--- src/rtl/mole_pkg.sv ---
// Shared definitions for the whack-a-mole datapath: hole geometry, the
// "no mole" marker, the spawner state type and the LFSR step function.
package mole_pkg;

    localparam int              NUM_HOLES = 18;
    localparam int              POS_W     = 5;
    localparam logic [POS_W-1:0] NO_MOLE  = 5'd31;

    typedef enum logic [1:0] {
        IDLE,
        GAP,
        UP,
        DONE
    } mole_state_t;

    // 16-bit Galois LFSR, taps 0xB400 (maximal length).
    function automatic logic [15:0] lfsr_next(input logic [15:0] cur);
        return {1'b0, cur[15:1]} ^ (cur[0] ? 16'hB400 : 16'h0000);
    endfunction

endpackage

--- src/rtl/mole_lfsr.sv ---
// Free-running 16-bit Galois LFSR used as the hole-selection entropy source.
// Advances every cycle; asynchronous reset returns it to SEED (must be non-zero).
module mole_lfsr
    import mole_pkg::*;
#(
    parameter logic [15:0] SEED = 16'hACE1
) (
    input  logic        clk,
    input  logic        reset,
    output logic [15:0] state
);

    // NOTE: sequential state is updated with non-blocking assignments only, so
    // every register samples the pre-edge values of its neighbours.
    always_ff @(posedge clk or posedge reset) begin
        if (reset) begin
            state <= SEED;
        end else begin
            state <= lfsr_next(state);
        end
    end

endmodule

--- src/rtl/mole_spawner.sv ---
// Mole spawner: tick prescaler, IDLE/GAP/UP/DONE round FSM, hole selection and
// miss counting. Define MOLE_SPEEDUP_EN to shorten the visible time on each hit.
module mole_spawner
    import mole_pkg::*;
#(
    parameter int          TICK_DIV     = 50000,
    parameter int          GAP_TICKS    = 500,
    parameter int          UP_TICKS     = 1500,
    parameter int          MIN_UP_TICKS = 300,
    parameter int          STEP_TICKS   = 100,
    parameter int          MAX_MISSES   = 5,
    parameter logic [15:0] LFSR_SEED    = 16'hACE1
) (
    input  logic             clk,
    input  logic             reset,
    input  logic             start,
    input  logic             hit,
    output logic [POS_W-1:0] mole_position,
    output logic             mole_active,
    output logic [3:0]       miss_count,
    output logic             game_over
);

    localparam int PRESC_W = (TICK_DIV > 1) ? $clog2(TICK_DIV) : 1;

    logic [PRESC_W-1:0] presc;
    logic               tick;
    logic [15:0]        lfsr_state;
    logic               unused_lfsr;
    mole_state_t        state;
    logic [15:0]        timer;
    logic [15:0]        up_ticks;
    logic [POS_W-1:0]   prev_pos;
    logic [POS_W-1:0]   next_hole;
    logic [3:0]         miss_inc;
    logic               gap_last;
    logic               up_last;

    // ------------------------------------------------------------------
    // Entropy source
    // ------------------------------------------------------------------
    mole_lfsr #(
        .SEED (LFSR_SEED)
    ) u_lfsr (
        .clk   (clk),
        .reset (reset),
        .state (lfsr_state)
    );

    assign unused_lfsr = ^lfsr_state[15:5];

    // ------------------------------------------------------------------
    // Tick prescaler: free-running, tick on the last count of each period
    // ------------------------------------------------------------------
    assign tick = (presc == PRESC_W'(TICK_DIV - 1));

    always_ff @(posedge clk or posedge reset) begin
        if (reset) begin
            presc <= '0;
        end else begin
            presc <= tick ? '0 : presc + 1'b1;
        end
    end

    // ------------------------------------------------------------------
    // Hole selection: fold 0..31 onto 0..17 and never repeat the last hole
    // ------------------------------------------------------------------
    function automatic logic [POS_W-1:0] pick_hole(input logic [4:0]       raw,
                                                   input logic [POS_W-1:0] prev);
        logic [POS_W-1:0] c;
        c = (raw >= 5'(NUM_HOLES)) ? raw - 5'(NUM_HOLES) : raw;
        if (c == prev) begin
            c = (c == 5'(NUM_HOLES - 1)) ? '0 : c + 5'd1;
        end
        return c;
    endfunction

    assign next_hole = pick_hole(lfsr_state[4:0], prev_pos);
    assign miss_inc  = miss_count + 4'd1;
    assign gap_last  = tick && (timer == 16'(GAP_TICKS - 1));
    assign up_last   = tick && (timer == up_ticks - 16'd1);

    // ------------------------------------------------------------------
    // Visible-time control
    // ------------------------------------------------------------------
`ifdef MOLE_SPEEDUP_EN
    logic [16:0] speedup_floor;
    logic [15:0] sped_up_ticks;

    // 17-bit compare keeps the subtraction from ever wrapping below the floor.
    assign speedup_floor = 17'(MIN_UP_TICKS) + 17'(STEP_TICKS);
    assign sped_up_ticks = ({1'b0, up_ticks} >= speedup_floor)
                         ? up_ticks - 16'(STEP_TICKS)
                         : 16'(MIN_UP_TICKS);

    always_ff @(posedge clk or posedge reset) begin
        if (reset) begin
            up_ticks <= 16'(UP_TICKS);
        end else if ((state == IDLE || state == DONE) && start) begin
            up_ticks <= 16'(UP_TICKS);
        end else if (state == UP && hit) begin
            up_ticks <= sped_up_ticks;
        end
    end
`else
    localparam int unused_speedup_cfg = STEP_TICKS + MIN_UP_TICKS;

    assign up_ticks = 16'(UP_TICKS);
`endif

    // ------------------------------------------------------------------
    // Round FSM with registered outputs
    // ------------------------------------------------------------------
    always_ff @(posedge clk or posedge reset) begin
        if (reset) begin
            state         <= IDLE;
            timer         <= '0;
            prev_pos      <= '0;
            mole_position <= NO_MOLE;
            mole_active   <= 1'b0;
            miss_count    <= '0;
            game_over     <= 1'b0;
        end else begin
            case (state)
                IDLE, DONE: begin
                    if (start) begin
                        state      <= GAP;
                        timer      <= '0;
                        miss_count <= '0;
                        game_over  <= 1'b0;
                    end
                end

                GAP: begin
                    if (gap_last) begin
                        state         <= UP;
                        timer         <= '0;
                        mole_position <= next_hole;
                        prev_pos      <= next_hole;
                        mole_active   <= 1'b1;
                    end else if (tick) begin
                        timer <= timer + 16'd1;
                    end
                end

                UP: begin
                    // A hit wins over a coincident timeout.
                    if (hit) begin
                        state         <= GAP;
                        timer         <= '0;
                        mole_position <= NO_MOLE;
                        mole_active   <= 1'b0;
                    end else if (up_last) begin
                        timer         <= '0;
                        mole_position <= NO_MOLE;
                        mole_active   <= 1'b0;
                        miss_count    <= miss_inc;
                        if (miss_inc == 4'(MAX_MISSES)) begin
                            state     <= DONE;
                            game_over <= 1'b1;
                        end else begin
                            state <= GAP;
                        end
                    end else if (tick) begin
                        timer <= timer + 16'd1;
                    end
                end

                default: begin
                    state <= IDLE;
                end
            endcase
        end
    end

endmodule

--- config.mk ---
export PLATFORM = sky130hd
export DESIGN_NAME = mole_spawner
export DESIGN_NICKNAME = d
export VERILOG_FILES = /design/src/rtl/mole_pkg.sv /design/src/rtl/mole_lfsr.sv /design/src/rtl/mole_spawner.sv
export SDC_FILE = /design/constraint.sdc
export NUM_CORES = 1
export LEC_CHECK = 0
export BUFFER_PORTS_ARGS = -buffer_cell sky130_fd_sc_hd__buf_2
export CORE_UTILIZATION = 25
export DETAILED_ROUTE_END_ITERATION = 10
export GPL_ROUTABILITY_DRIVEN = 0
export PLACE_DENSITY_LB_ADDON = 0.1
export SYNTH_ARGS = -nofsm -noshare
export SYNTH_HDL_FRONTEND = slang
export SYNTH_SLANG_ARGS = --single-unit
--- constraint.sdc ---
create_clock -name clk -period 3.1 [get_ports clk]
set_input_delay 0.93 -clock clk [delete_from_list [all_inputs] [get_ports clk]]
set_output_delay 0.93 -clock clk [all_outputs]
set_load 0.02 [all_outputs]
; After elaboration in Yosys (flattened, before gate mapping)
; Cells that the tools add are included.
[totals]
register_bits = 66
in_bits = 4
wordCells = 76
[classes]
n_mux = 34
magnitude_cmp = 1
add_sub_neg = 5
eq_ne = 15
reduce_logical = 11
bitwise_logic = 1
[op_table]
columns = operator, count
row1 = $mux 16, 7
row2 = $pmux 16 s3, 1
row3 = $add 16x1->16 const B, 2
row4 = $mux 5, 6
row5 = $eq 16x11->1 const B, 1
row6 = $eq 16x16->1 const B, 1
row7 = $eq 16x9->1 const B, 1
row8 = $xor 15x16->16, 1
row9 = $mux 4, 3
row10 = $mux 2, 5
row11 = $ne 2x2->1 const B, 5
row12 = $pmux 5 s2, 1
row13 = $pmux 4 s2, 1
row14 = $mux 1, 7
row15 = $pmux 2 s3, 1
row16 = $reduce_and 3->1, 2
row17 = $add 5x1->5 const B, 1
row18 = $eq 5x5->1, 1
row19 = $eq 5x5->1 const B, 1
row20 = $ge 5x5->1 const B, 1
row21 = $reduce_and 5->1, 1
row22 = $sub 5x5->5 const B, 1
row23 = $add 4x1->4 const B, 1
row24 = $eq 2x2->1 const B, 2
row25 = other kinds (10), 13

; Longest topological paths before layout
[logic_depth]
ltp_word = 7
mapped_depth = 13

; By module
; From an unflattened synthesis, not the netlist that was laid out.
[unflattened]
hier_cells = 358
hier_area_um2 = 3459.6
[modules_own_cells]
columns = module, instances, area_each_um2, seq_area_each_um2, cells_per_inst
row1 = mole_spawner, 1, 3019.1, 1257.5, 338
row2 = mole_lfsr, 1, 440.4, 410.4, 20

; Least setup slack after synthesis
; Ideal clock, no wire load.
[synth_timing]
kind = register to register
startpoint = reg u_lfsr.state[1]
endpoint = reg prev_pos[1]
setup_ns = 0.064
path_stages_with_launch = 13
setup_slack_ns = 0.568
arrival_ns = 2.467
cell_sequence = dfrtp_1 clkbuf_1 inv_1 ha_1 clkbuf_1 nor2b_1 a21o_1 a21boi_0 ha_1 nand2_1 or4_1 nand3_1 mux2_2
[synth_between]
elab_chain_len = 5
word_cells_on_any_way = 8
[synth_rtl]
columns = item, line
row1 = from (decl), mole_lfsr.sv:10  ; output logic [15:0] state
row2 = from (signal assigned), mole_lfsr.sv:19  ; state <= lfsr_next(state);
row3 = $sub 5x5->5 / $ge 5x5->1 (equally long branches), mole_spawner.sv:71  ; c = (raw >= 5'(NUM_HOLES)) ? raw - 5'(NUM_HOLES) : raw;
row4 = $mux 5 *, mole_spawner.sv:71
row5 = $add 5x1->5 / $eq 5x5->1 (equally long branches), mole_spawner.sv:73  ; c = (c == 5'(NUM_HOLES - 1)) ? '0 : c + 5'd1;
row6 = $mux 5, mole_spawner.sv:73
row7 = $mux 5 *, mole_spawner.sv:72  ; if (c == prev) begin
row8 = to (signal assigned), mole_spawner.sv:139  ; prev_pos <= next_hole;
row9 = to (decl), mole_spawner.sv:33  ; logic [POS_W-1:0] prev_pos;
; Mark *: on every way between the ends. The rest lies on a longest branch, timed or not.
; A chain may end at the register's enable or synchronous reset.

; Worst setup path after layout
[layout_timing]
startpoint = reg timer[13]
endpoint = reg timer[9]
[layout_between]
elab_chain_len = 5
word_cells_on_any_way = 8
[layout_rtl]
columns = item, line
row1 = from (decl), mole_spawner.sv:31  ; logic [15:0] timer;
row2 = from (signal assigned), mole_spawner.sv:142  ; timer <= timer + 16'd1;
row3 = from (signal assigned), mole_spawner.sv:165  ; timer <= timer + 16'd1;
row4 = $eq 16x11->1, mole_spawner.sv:81  ; assign up_last = tick && (timer == up_ticks - 16'd1);
row5 = $logic_and 1x1->1, mole_spawner.sv:81
row6 = $mux 16, mole_spawner.sv:153  ; end else if (up_last) begin
row7 = $mux 16, mole_spawner.sv:148  ; if (hit) begin
row8 = $pmux 16 s3 *, mole_spawner.sv:124  ; case (state)
; Marked as above.

==> flow_summary.yaml <==
logic_synthesis:
  ys_types: 54
  synth-main-ff-cell: "dfrtp_1"
  synth_fp_nets: 377
  synthArstFlopShare_pct: 100
  ys_seq_area_share_pct: 47.5
  yosys.area.top_type_share_pct: 37.8
  syn_area_per_cell_um2: 9.64
  yosysWarnings: 0
  netlist_area_um2: 3510
  yosys.area.top_type: "dfrtp_1"
  ys_ff_latch: 66
  synth_edf_count: 0
  synth_area_leaders: "dfrtp_1 38%, dfstp_2 9.7%, xor2_1 4.5%, nand3_1 3.7%, o21ai_0 3.6%"
  syn-instance-count: 364
die:
  die_area_um2: 14500
  die_y_um: 120
  io_pins: 15
  die_w_um: 120
  num_rows: 42
  initial_utilization_pct: 26.1
  core_um2: 13500
sta:
  final-hold-violation-count: 0
  setup_viol: 0
  tns_ps: 0
  tightest_slew_ps: 526
  rsz0062_at_grt: "false"
  layout_min_cycle_time_ps: 2710
  skew_ps: 6.39
  slew_viol_final: 0
  timing.fmax_mhz: 369
  fin_crit_sh_pct: 87.4
  slew_headroom_pct: 64.8
min_path:
  hp-class: "reg2reg"
  min_from: "u_lfsr.state[9]"
drt:
  drt-initial-drc-count: 210
  via_per_inst: 4.76
  ant_nets: 0
  vias: 2701
  drc: 0
  drtPass1Iterations: 4
  wl_um: 7900
  post_drt_wl_per_cell_um: 13.9
global_route:
  antenna_found_initial: 0
  grt_max_degree: 46
  grt_pass1_vias: 2646
  gr-total-overflow: 0
  gr-usage-all-layers_pct: 12.0
  grt_pass1_wl_um: 13400
clock_network:
  hold_buffers: 0
  cts_tree: "built"
  clk_pin_slew_ps: 60
  cts-root-buf: "clkbuf_16"
  clkSinkCount: 66
  clk_latency_ps: 330
  cts_htree_levels: 3
  cts_resized: 0
  cts_buffers: 9
  post_cts_buffers: 0
  clk_path_buf_depth: 2
final_layout:
  antenna_cells: 0
  fin_nets: 400
  drive_gt1_share_pct: 17.1
  post-route-util_pct: 31.0
  area_delta_synth_final_pct: 18.8
critical_path:
  crit_type: "reg2reg"
  cp-startpoint: "timer[13]"
  end_kind: "flop"
  start_kind: "flop"
  r2r-start: "timer[13]"
  required_ps: 3310
  arrival_ps: 2920
  cp_max_fo: 7
place:
  port_buffers: 14
  hpwl_um: 5470
power_and_ir_drop:
  power.leakage_uw: 0.00181
  power.density_nw_per_um2: 669
  ir_drop_mv: 0.228
status:
  status: "completed"
flow_run:
  cap_violations: 0
==> critical path, stage by stage (launching register included) <==
cell and delay, ps:
dfrtp_1 410, or4_1 580, nor4b_1 440, a31oi_1 290, a21oi_1 290, nor2_1 160
buf_4 200, a21oi_1 120, o21ai_0 80
==> cell families after synthesis <==
group           after synthesis  share of synthesized area, %
mux                           7                          2.14
buf+inv                      34                          3.92
flops                        66                          47.5
xor+xnor                     26                          6.49
fa+ha+maj                     9                          3.21
simple gates                144                          22.5
compound gates               78                          14.2
==> synthesized netlist by cell type (all sizes together) (2+ instances only) <==
library cell / instances
a211oi: 2
a21boi: 2
a21o: 4
a21oi: 16
a22o: 3
a311oi: 2
a31oi: 7
and2: 3
and3: 6
and4: 2
buf: 4
clkbuf: 8
dfrtp: 53
dfstp: 13
ha: 9
inv: 22
mux2: 4
mux2i: 3
nand2: 30
nand2b: 4
nand3: 26
nand3b: 2
nand4: 5
nand4bb: 2
nor2: 31
nor2b: 5
nor3: 8
nor4: 4
nor4b: 2
o21ai: 26
o22a: 4
o22ai: 3
o32ai: 2
or2: 3
or3: 7
or4: 2
or4b: 2
xnor2: 8
xor2: 18
==> layout make-up <==
type                            count  area, µm²
Clock buffer                       11        233
Clock inverter                      5        103
Fill cell                        1425       9290
Inverter                           22       82.6
Multi-Input combinational cell    264       1700
Sequential cell                    66       1670
Tap cell                          176        220
Timing Repair Buffer               24        158
==> cells in the final DEF (no fill, tap or decap), types with 6 or more instances in the layout <==
cell type,instances
a21oi_1,16
xnor2_1,8
and3_1,6
dfstp_2,13
inv_1,21
a31oi_1,7
buf_4,9
buf_2,14
nor2_1,31
clkbuf_16,9
o21ai_0,25
nand3_1,26
nor3_1,6
dfrtp_1,53
nand2_1,29
or3_1,7
ha_1,9
xor2_1,18
==> flip-flops by register name (all words and copies together), names as in the netlist <==
signal         count
game_over          1
miss_count         4
mole_active        1
mole_position      5
presc             16
prev_pos           5
state              2
timer             16
u_lfsr.state      16
==> through the flow <==
| stage | instance area [µm²] | power, µW | std cells | setup slack, ps | hold slack (ps) |
|---|---|---|---|---|---|
| finish | 4170 | 2790 | 568 | 392 | 348 |
| global route | 4170 | 2940 | 568 | 83.3 | 352 |
| CTS | 4170 | 2830 | 568 | 412 | 352 |
| detailed placement | 3830 | 1650 | 552 | 436 | 339 |
| global placement | 3830 | 1650 | 552 | 488 | 335 |
| floorplan | 3510 | 1440 | 364 | 537 | 331 |
==> metal layers <==
metal,track usage [%],share of wire (%)
met2,18.0,45
met5,0,0
met3,3.30,4.2
met4,5.40,2.2
met1,16.0,48
==> final timing paths <==
kind                                     to  depth (start not counted)  slack, ps
max in group asynchronous  mole_position[2]                          3       1780
setup / recovery                   timer[9]                          8        390
hold reg to reg             u_lfsr.state[8]                          0        350
setup reg to reg                   timer[9]                          8        390
hold / removal              u_lfsr.state[8]                          0        350
min in group asynchronous          presc[9]                          2        640
==> where the power goes <==
group | total [µW] | switching (µW) | internal (µW)
combinational | 670 | 444 | 226
clock | 1160 | 376 | 784
sequential | 958 | 25.1 | 933
total | 2790 | 846 | 1940
No activity file was read; power rests on OpenSTA's default activity.
